`src/rtl/load_group_pkg.sv`:
```
`default_nettype none
//============================================================================
// Package : loadGroup
// Brief   : Load-control command bus driven by the controller.
// Rev     : 1.0
//============================================================================
package loadGroup;

    typedef enum logic [3:0] {
        NO_OP        = 4'd0,
        NEXTPC_IMM24 = 4'd1,
        NEXTPC_IMM21 = 4'd2,
        RFA_RFB      = 4'd3,
        RFA_IMM19    = 4'd4,
        RFA_IMM16    = 4'd5,
        RFA_IMM5     = 4'd6,
        RFA_NULL     = 4'd7,
        COMBO_NULL   = 4'd8
    } controlBus;

endpackage
`default_nettype wire

```
`src/rtl/operand_load_stage_pkg.sv`:
```
`default_nettype none
//============================================================================
// Package : operandPkg
// Brief   : Immediate field positions shared by the operand-capture logic.
// Rev     : 1.0
//============================================================================
package operandPkg;

    localparam int c_imm24_msb   = 23;
    localparam int c_imm21_msb   = 20;
    localparam int c_imm19_msb   = 18;
    localparam int c_imm16_msb   = 15;
    localparam int c_imm5_msb    = 4;
    localparam int c_imm24_shift = 2;

endpackage
`default_nettype wire

```
`src/rtl/operand_load_stage_former.sv`:
```
`default_nettype none
//============================================================================
// Module : operand_former
// Brief  : Combinational writeback forwarding, immediate extraction and
//          operand selection for one load command.
// Rev    : 1.0
//============================================================================
module operand_former
    import loadGroup::*;
    import operandPkg::*;
#(
    parameter int DATA_WIDTH      = 32,
    parameter int REG_INDEX_WIDTH = 5
) (
    input  logic [DATA_WIDTH-1:0]      i_instruction,
    input  logic [DATA_WIDTH-1:0]      i_next_pc,
    input  controlBus                  i_load_control,
    input  logic [DATA_WIDTH-1:0]      i_rf_a_data,
    input  logic [DATA_WIDTH-1:0]      i_rf_b_data,
    input  logic [REG_INDEX_WIDTH-1:0] i_rf_a_index,
    input  logic [REG_INDEX_WIDTH-1:0] i_rf_b_index,
    input  logic                       i_wb_valid,
    input  logic [REG_INDEX_WIDTH-1:0] i_wb_index,
    input  logic [DATA_WIDTH-1:0]      i_wb_data,
    output logic [DATA_WIDTH-1:0]      o_operand_a,
    output logic [DATA_WIDTH-1:0]      o_operand_b
);

    logic [DATA_WIDTH-1:0] w_eff_a;
    logic [DATA_WIDTH-1:0] w_eff_b;
    logic [DATA_WIDTH-1:0] w_imm24;
    logic [DATA_WIDTH-1:0] w_imm21;
    logic [DATA_WIDTH-1:0] w_imm19;
    logic [DATA_WIDTH-1:0] w_imm16;
    logic [DATA_WIDTH-1:0] w_imm5;
    logic [DATA_WIDTH-1:0] w_combo;

    assign w_eff_a = (i_wb_valid && (i_wb_index == i_rf_a_index)) ? i_wb_data : i_rf_a_data;
    assign w_eff_b = (i_wb_valid && (i_wb_index == i_rf_b_index)) ? i_wb_data : i_rf_b_data;

    assign w_imm24 = {{(DATA_WIDTH-c_imm24_msb-1){i_instruction[c_imm24_msb]}},
                      i_instruction[c_imm24_msb:0]} << c_imm24_shift;
    assign w_imm21 = {{(DATA_WIDTH-c_imm21_msb-1){i_instruction[c_imm21_msb]}},
                      i_instruction[c_imm21_msb:0]};
    assign w_imm19 = {{(DATA_WIDTH-c_imm19_msb-1){i_instruction[c_imm19_msb]}},
                      i_instruction[c_imm19_msb:0]};
    assign w_imm16 = {{(DATA_WIDTH-c_imm16_msb-1){i_instruction[c_imm16_msb]}},
                      i_instruction[c_imm16_msb:0]};
    assign w_imm5  = {{(DATA_WIDTH-c_imm5_msb-1){1'b0}}, i_instruction[c_imm5_msb:0]};
    // Upper half from the instruction, lower half from register A.
    assign w_combo = {i_instruction[c_imm16_msb:0], w_eff_a[c_imm16_msb:0]};

    always_comb begin
        o_operand_a = w_eff_a;
        o_operand_b = '0;
        case (i_load_control)
            NEXTPC_IMM24: begin o_operand_a = i_next_pc; o_operand_b = w_imm24; end
            NEXTPC_IMM21: begin o_operand_a = i_next_pc; o_operand_b = w_imm21; end
            RFA_RFB:      o_operand_b = w_eff_b;
            RFA_IMM19:    o_operand_b = w_imm19;
            RFA_IMM16:    o_operand_b = w_imm16;
            RFA_IMM5:     o_operand_b = w_imm5;
            RFA_NULL:     o_operand_b = '0;
            COMBO_NULL:   o_operand_a = w_combo;
            default:      o_operand_a = '0;
        endcase
    end

endmodule
`default_nettype wire

```
`src/rtl/operand_load_stage.sv`:
```
`default_nettype none
//============================================================================
// Module : operand_load_stage
// Brief  : Captures operand pairs for accepted load commands and hands them
//          to execute over valid/ready, with a one-entry skid buffer.
// Rev    : 1.0
//============================================================================
module operand_load_stage
    import loadGroup::*;
#(
    parameter int DATA_WIDTH      = 32,
    parameter int REG_INDEX_WIDTH = 5
) (
    input  logic                       clk,
    input  logic                       reset,
    input  logic                       enable,
    input  controlBus                  loadControl,
    input  logic [DATA_WIDTH-1:0]      instruction,
    input  logic [DATA_WIDTH-1:0]      nextPc,
    input  logic [DATA_WIDTH-1:0]      rfAData,
    input  logic [DATA_WIDTH-1:0]      rfBData,
    input  logic [REG_INDEX_WIDTH-1:0] rfAIndex,
    input  logic [REG_INDEX_WIDTH-1:0] rfBIndex,
    input  logic                       wbValid,
    input  logic [REG_INDEX_WIDTH-1:0] wbIndex,
    input  logic [DATA_WIDTH-1:0]      wbData,
    input  logic                       opReady,
    output logic [DATA_WIDTH-1:0]      operandA,
    output logic [DATA_WIDTH-1:0]      operandB,
    output controlBus                  operandSrc,
    output logic                       operandValid,
    output logic                       stallRequest
);

    logic [DATA_WIDTH-1:0] w_formed_a;
    logic [DATA_WIDTH-1:0] w_formed_b;
    logic                  w_accept;
    logic                  w_out_free;

    logic                  r_out_valid;
    logic [DATA_WIDTH-1:0] r_out_a;
    logic [DATA_WIDTH-1:0] r_out_b;
    controlBus             r_out_src;
    logic                  r_skid_valid;
    logic [DATA_WIDTH-1:0] r_skid_a;
    logic [DATA_WIDTH-1:0] r_skid_b;
    controlBus             r_skid_src;

    operand_former #(
        .DATA_WIDTH      (DATA_WIDTH),
        .REG_INDEX_WIDTH (REG_INDEX_WIDTH)
    ) u_former (
        .i_instruction  (instruction),
        .i_next_pc      (nextPc),
        .i_load_control (loadControl),
        .i_rf_a_data    (rfAData),
        .i_rf_b_data    (rfBData),
        .i_rf_a_index   (rfAIndex),
        .i_rf_b_index   (rfBIndex),
        .i_wb_valid     (wbValid),
        .i_wb_index     (wbIndex),
        .i_wb_data      (wbData),
        .o_operand_a    (w_formed_a),
        .o_operand_b    (w_formed_b)
    );

    assign w_accept   = enable && (loadControl != NO_OP);
    assign w_out_free = !r_out_valid || opReady;

    always_ff @(posedge clk) begin
        if (!reset) begin
            r_out_valid  <= 1'b0;
            r_out_a      <= '0;
            r_out_b      <= '0;
            r_out_src    <= NO_OP;
            r_skid_valid <= 1'b0;
            r_skid_a     <= '0;
            r_skid_b     <= '0;
            r_skid_src   <= NO_OP;
        end else if (w_out_free) begin
            if (r_skid_valid) begin
                // Older skid entry goes out first; a new command refills skid.
                r_out_valid  <= 1'b1;
                r_out_a      <= r_skid_a;
                r_out_b      <= r_skid_b;
                r_out_src    <= r_skid_src;
                r_skid_valid <= w_accept;
                if (w_accept) begin
                    r_skid_a   <= w_formed_a;
                    r_skid_b   <= w_formed_b;
                    r_skid_src <= loadControl;
                end
            end else begin
                r_out_valid <= w_accept;
                if (w_accept) begin
                    r_out_a   <= w_formed_a;
                    r_out_b   <= w_formed_b;
                    r_out_src <= loadControl;
                end
            end
        end else if (w_accept && !r_skid_valid) begin
            r_skid_valid <= 1'b1;
            r_skid_a     <= w_formed_a;
            r_skid_b     <= w_formed_b;
            r_skid_src   <= loadControl;
        end
    end

    assign operandA     = r_out_a;
    assign operandB     = r_out_b;
    assign operandSrc   = r_out_src;
    assign operandValid = r_out_valid;
    assign stallRequest = r_skid_valid;

endmodule
`default_nettype wire
```
`config.mk`:
```
export PLATFORM = sky130hd
export DESIGN_NAME = operand_load_stage
export DESIGN_NICKNAME = d
export VERILOG_FILES = /design/src/rtl/load_group_pkg.sv /design/src/rtl/operand_load_stage_pkg.sv /design/src/rtl/operand_load_stage_former.sv /design/src/rtl/operand_load_stage.sv
export SDC_FILE = /design/constraint.sdc
export NUM_CORES = 1
export LEC_CHECK = 0
export ABC_AREA = 1
export CORE_UTILIZATION = 47
export DETAILED_ROUTE_END_ITERATION = 8
export HOLD_SLACK_MARGIN = 0.12
export PLACE_DENSITY_LB_ADDON = 0.05
export RECOVER_POWER = 25
export SLEW_MARGIN = 0
export SYNTH_ARGS = -nofsm -noshare
export SYNTH_HDL_FRONTEND = slang
export SYNTH_SLANG_ARGS = --single-unit
export TNS_END_PERCENT = 1
```
`constraint.sdc`:
```
create_clock -name clk -period 2 [get_ports clk]
set_input_delay 0.3 -clock clk [delete_from_list [all_inputs] [get_ports clk]]
set_output_delay 0.3 -clock clk [all_outputs]
set_load 0.05 [all_outputs]
```
==> results.sh <==
export IMPL_portBuffers=245
export IMPL_cts_buffers=17
export IMPL_grt_pass1_wl_um=47700
export IMPL_viasPerCell=5.33
export IMPL_die_x_um=133
export IMPL_ys_top_cells_by_area="dfxtp_1, nand2_1, a21oi_1, inv_1, nand3_1"
export IMPL_reg2reg_from="operandValid"
export IMPL_rrSetupSlack_ns=0.20
export IMPL_syn_cell_area_sq_um=8050
export IMPL_first_global_vias=9015
export IMPL_max_clock_freq_mhz=514
export IMPL_postCtsHoldBufs=0
export IMPL_worstMarginPinSlew_ns=0.868
export IMPL_placed_cells=1792
export IMPL_vdd_drop_max_mv=0.637
export IMPL_nFillCells=1519
export IMPL_drt_pass1_iterations=5
export IMPL_cts_resized=0
export IMPL_setup_ws_ns=0.0556
export IMPL_cap_violations=0
export IMPL_reg2reg_to="r_skid_a[22]"
export IMPL_syn_inst=1341
export IMPL_root_buffer="clkbuf_16"
export IMPL_htreeDepth=4
export IMPL_grt_max_degree=66
export IMPL_finalPower_mw=8.57
export IMPL_slew_headroom=0.418
export IMPL_stdcell_count=1826
export IMPL_yosys_area_top_type_share=0.343
export IMPL_clock_skew_ns=0.00444
export IMPL_dieArea_sq_um=17600
export IMPL_tns_ns=0
export IMPL_min_from="reset"
export IMPL_finish_utilization=0.702
export IMPL_critical_path_max_fanout=2
export IMPL_period_needed_ns=1.94
export IMPL_drc_errors=0
export IMPL_slew_viol_final=0
export IMPL_io_pin_count=254
export IMPL_setup_viol=0
export IMPL_avgSynthCellArea_sq_um=6.00
export IMPL_layout_drive_gt1_share=0.0804
export IMPL_required_ns=1.70
export IMPL_ys_warn_count=0
export IMPL_coreArea_sq_um=16600
export IMPL_syn2layout_area_growth_pct=45.1
export IMPL_dr_total_vias=9726
export IMPL_yosys_cell_count_top_type="nand2_1"
export IMPL_crit_path_start_kind="flip-flop"
export IMPL_rows=47
export IMPL_numClockSinks=138
export IMPL_hold_path_depth=3
export IMPL_antenna_found_initial=2
export IMPL_regArea_sq_um=2760
export IMPL_nets=1775
export IMPL_hold_class="in -> reg"
export IMPL_finalWeightedCongestion=0.929
export IMPL_post_place_ws_ns=-0.282
export IMPL_place_detailed_hpwl_um=21800
export IMPL_synth_edf_count=0
export IMPL_die_y_um=133
export IMPL_routedWlPerCell_um=16.8
export IMPL_total_leakage_power_nw=5.87
export IMPL_hold_viol=0
export IMPL_synth_main_ff_cell="dfxtp_1"
export IMPL_place_area_sq_um=11100
export IMPL_worst_path_buf_inv=1
export IMPL_cpPeakStageDelay_ns=0.83
export IMPL_r2r_cells=11
export IMPL_drtIter0Drc=862
export IMPL_synth_seq_cells=138
export IMPL_path_clk_slew_ns=0.06
export IMPL_status="finished clean"
export IMPL_cts_tree="built"
export IMPL_start_util=0.483
export IMPL_wl_um=30600
export IMPL_path_delay_family="buffers and inverters"
export IMPL_ant_nets=0
export IMPL_postCtsSetupBuffers=0
export IMPL_whs_ns=0.260
export IMPL_synth_fp_nets=1525
export IMPL_grt_setup_unrepaired="no"
export IMPL_clockBufferDepth=2
export IMPL_yosysUniqueCellTypes=27
export IMPL_grt_use_total=0.349
export IMPL_fin_crit_sh=0.972
export IMPL_worstSetupPathType="reg -> out"
export IMPL_finalInstanceArea_sq_um=11700
export IMPL_synth_yosys_seq_area_share=0.343
export IMPL_clk_latency_ns=0.43
export IMPL_crit_chain="clkdlybuf4s50_1"
export IMPL_crit_path_end_kind="output port"
export IMPL_yosys_top_cells_count="nand2_1, inv_1, nor2_1"
export IMPL_grt_overflow_total=0
export IMPL_multi_input_area_sq_um=4060
export IMPL_synth_largest_area_cell="dfxtp_1"
export IMPL_async_flop_share=0
export IMPL_hold_path_endpoint="operandA[18]"
export IMPL_slowest_stage="clkdlybuf4s50_1"
export IMPL_p_per_area_nw_per_um2=734
export IMPL_cp_arrival_ns=1.64
cell type report:
cell class | count | share of cell area
multi-input combinational | 908 | 0.347
timing repair buffer | 320 | 0.275
clock inverter | 13 | 0.0114
antenna | 2 | 0.000429
clock buffer | 19 | 0.0388
tap | 220 | 0.0236
sequential | 138 | 0.237
inverter | 206 | 0.0667
state kept, by name, summed over array words and instances (netlist names):
register and flops:
operandA 32, operandB 32, r_skid_a 32, r_skid_b 32
operandSrc 4, r_skid_src 4, operandValid 1, stallRequest 1
per-layer routing:
layer | routed length [um] | GRT usage | vias to the layer above | part of all wire
met5 | 0 | 0 | - | 0
met4 | 1180 | 0.157 | 0 | 0.039
met3 | 2710 | 0.0613 | 76 | 0.088
met2 | 13600 | 0.543 | 526 | 0.44
met1 | 13100 | 0.469 | 4387 | 0.43
li1 | - | - | 4737 | -
worst max path at each step:
| stage | to | slack, ns | cells after the start | from |
|---|---|---|---|---|
| after floorplan | r_skid_b[11] | 0.18 | 11 | stallRequest |
| after global placement | operandB[6] | -0.21 | 7 | loadControl[3] |
| after detailed placement | operandB[10] | -0.28 | 7 | loadControl[3] |
| after CTS | operandA[5] | 0.06 | 1 | operandA[5] |
| after global routing | operandB[12] | 0.0009 | 7 | loadControl[3] |
| final | operandA[26] | 0.06 | 1 | operandA[26] |
cell usage in the layout, fill, tap and decap left out, drive strengths merged, types with 2 or more instances in the layout:
cell           instances
nand2                264
clkdlybuf4s50        239
inv                  211
nor2                 185
a21oi                167
o21ai                143
nand3                139
dfxtp                138
buf                   70
clkbuf                30
clkinv                 5
a31oi                  4
diode                  2
clkinvlp               2
report_power, final:
part	total [mW]	leakage, nW	switching, mW	internal, mW
clock network	3.14	0.282	1.33	1.81
registers	3.11	1.14	0.127	2.98
logic	2.32	4.46	1.39	0.935
logic make-up (layout without fill, tap and decap cells):
group	count (synthesis)	in the layout	synth area share
buffers and inverters	295	558	0.154
other	0	2	0
AOI/OAI and AO/OA	316	316	0.199
xor gates and xnor gates	1	1	0.00109
and+or+nand+nor	591	591	0.303
DFF	138	138	0.343
Power figures use the tool's default switching activity.
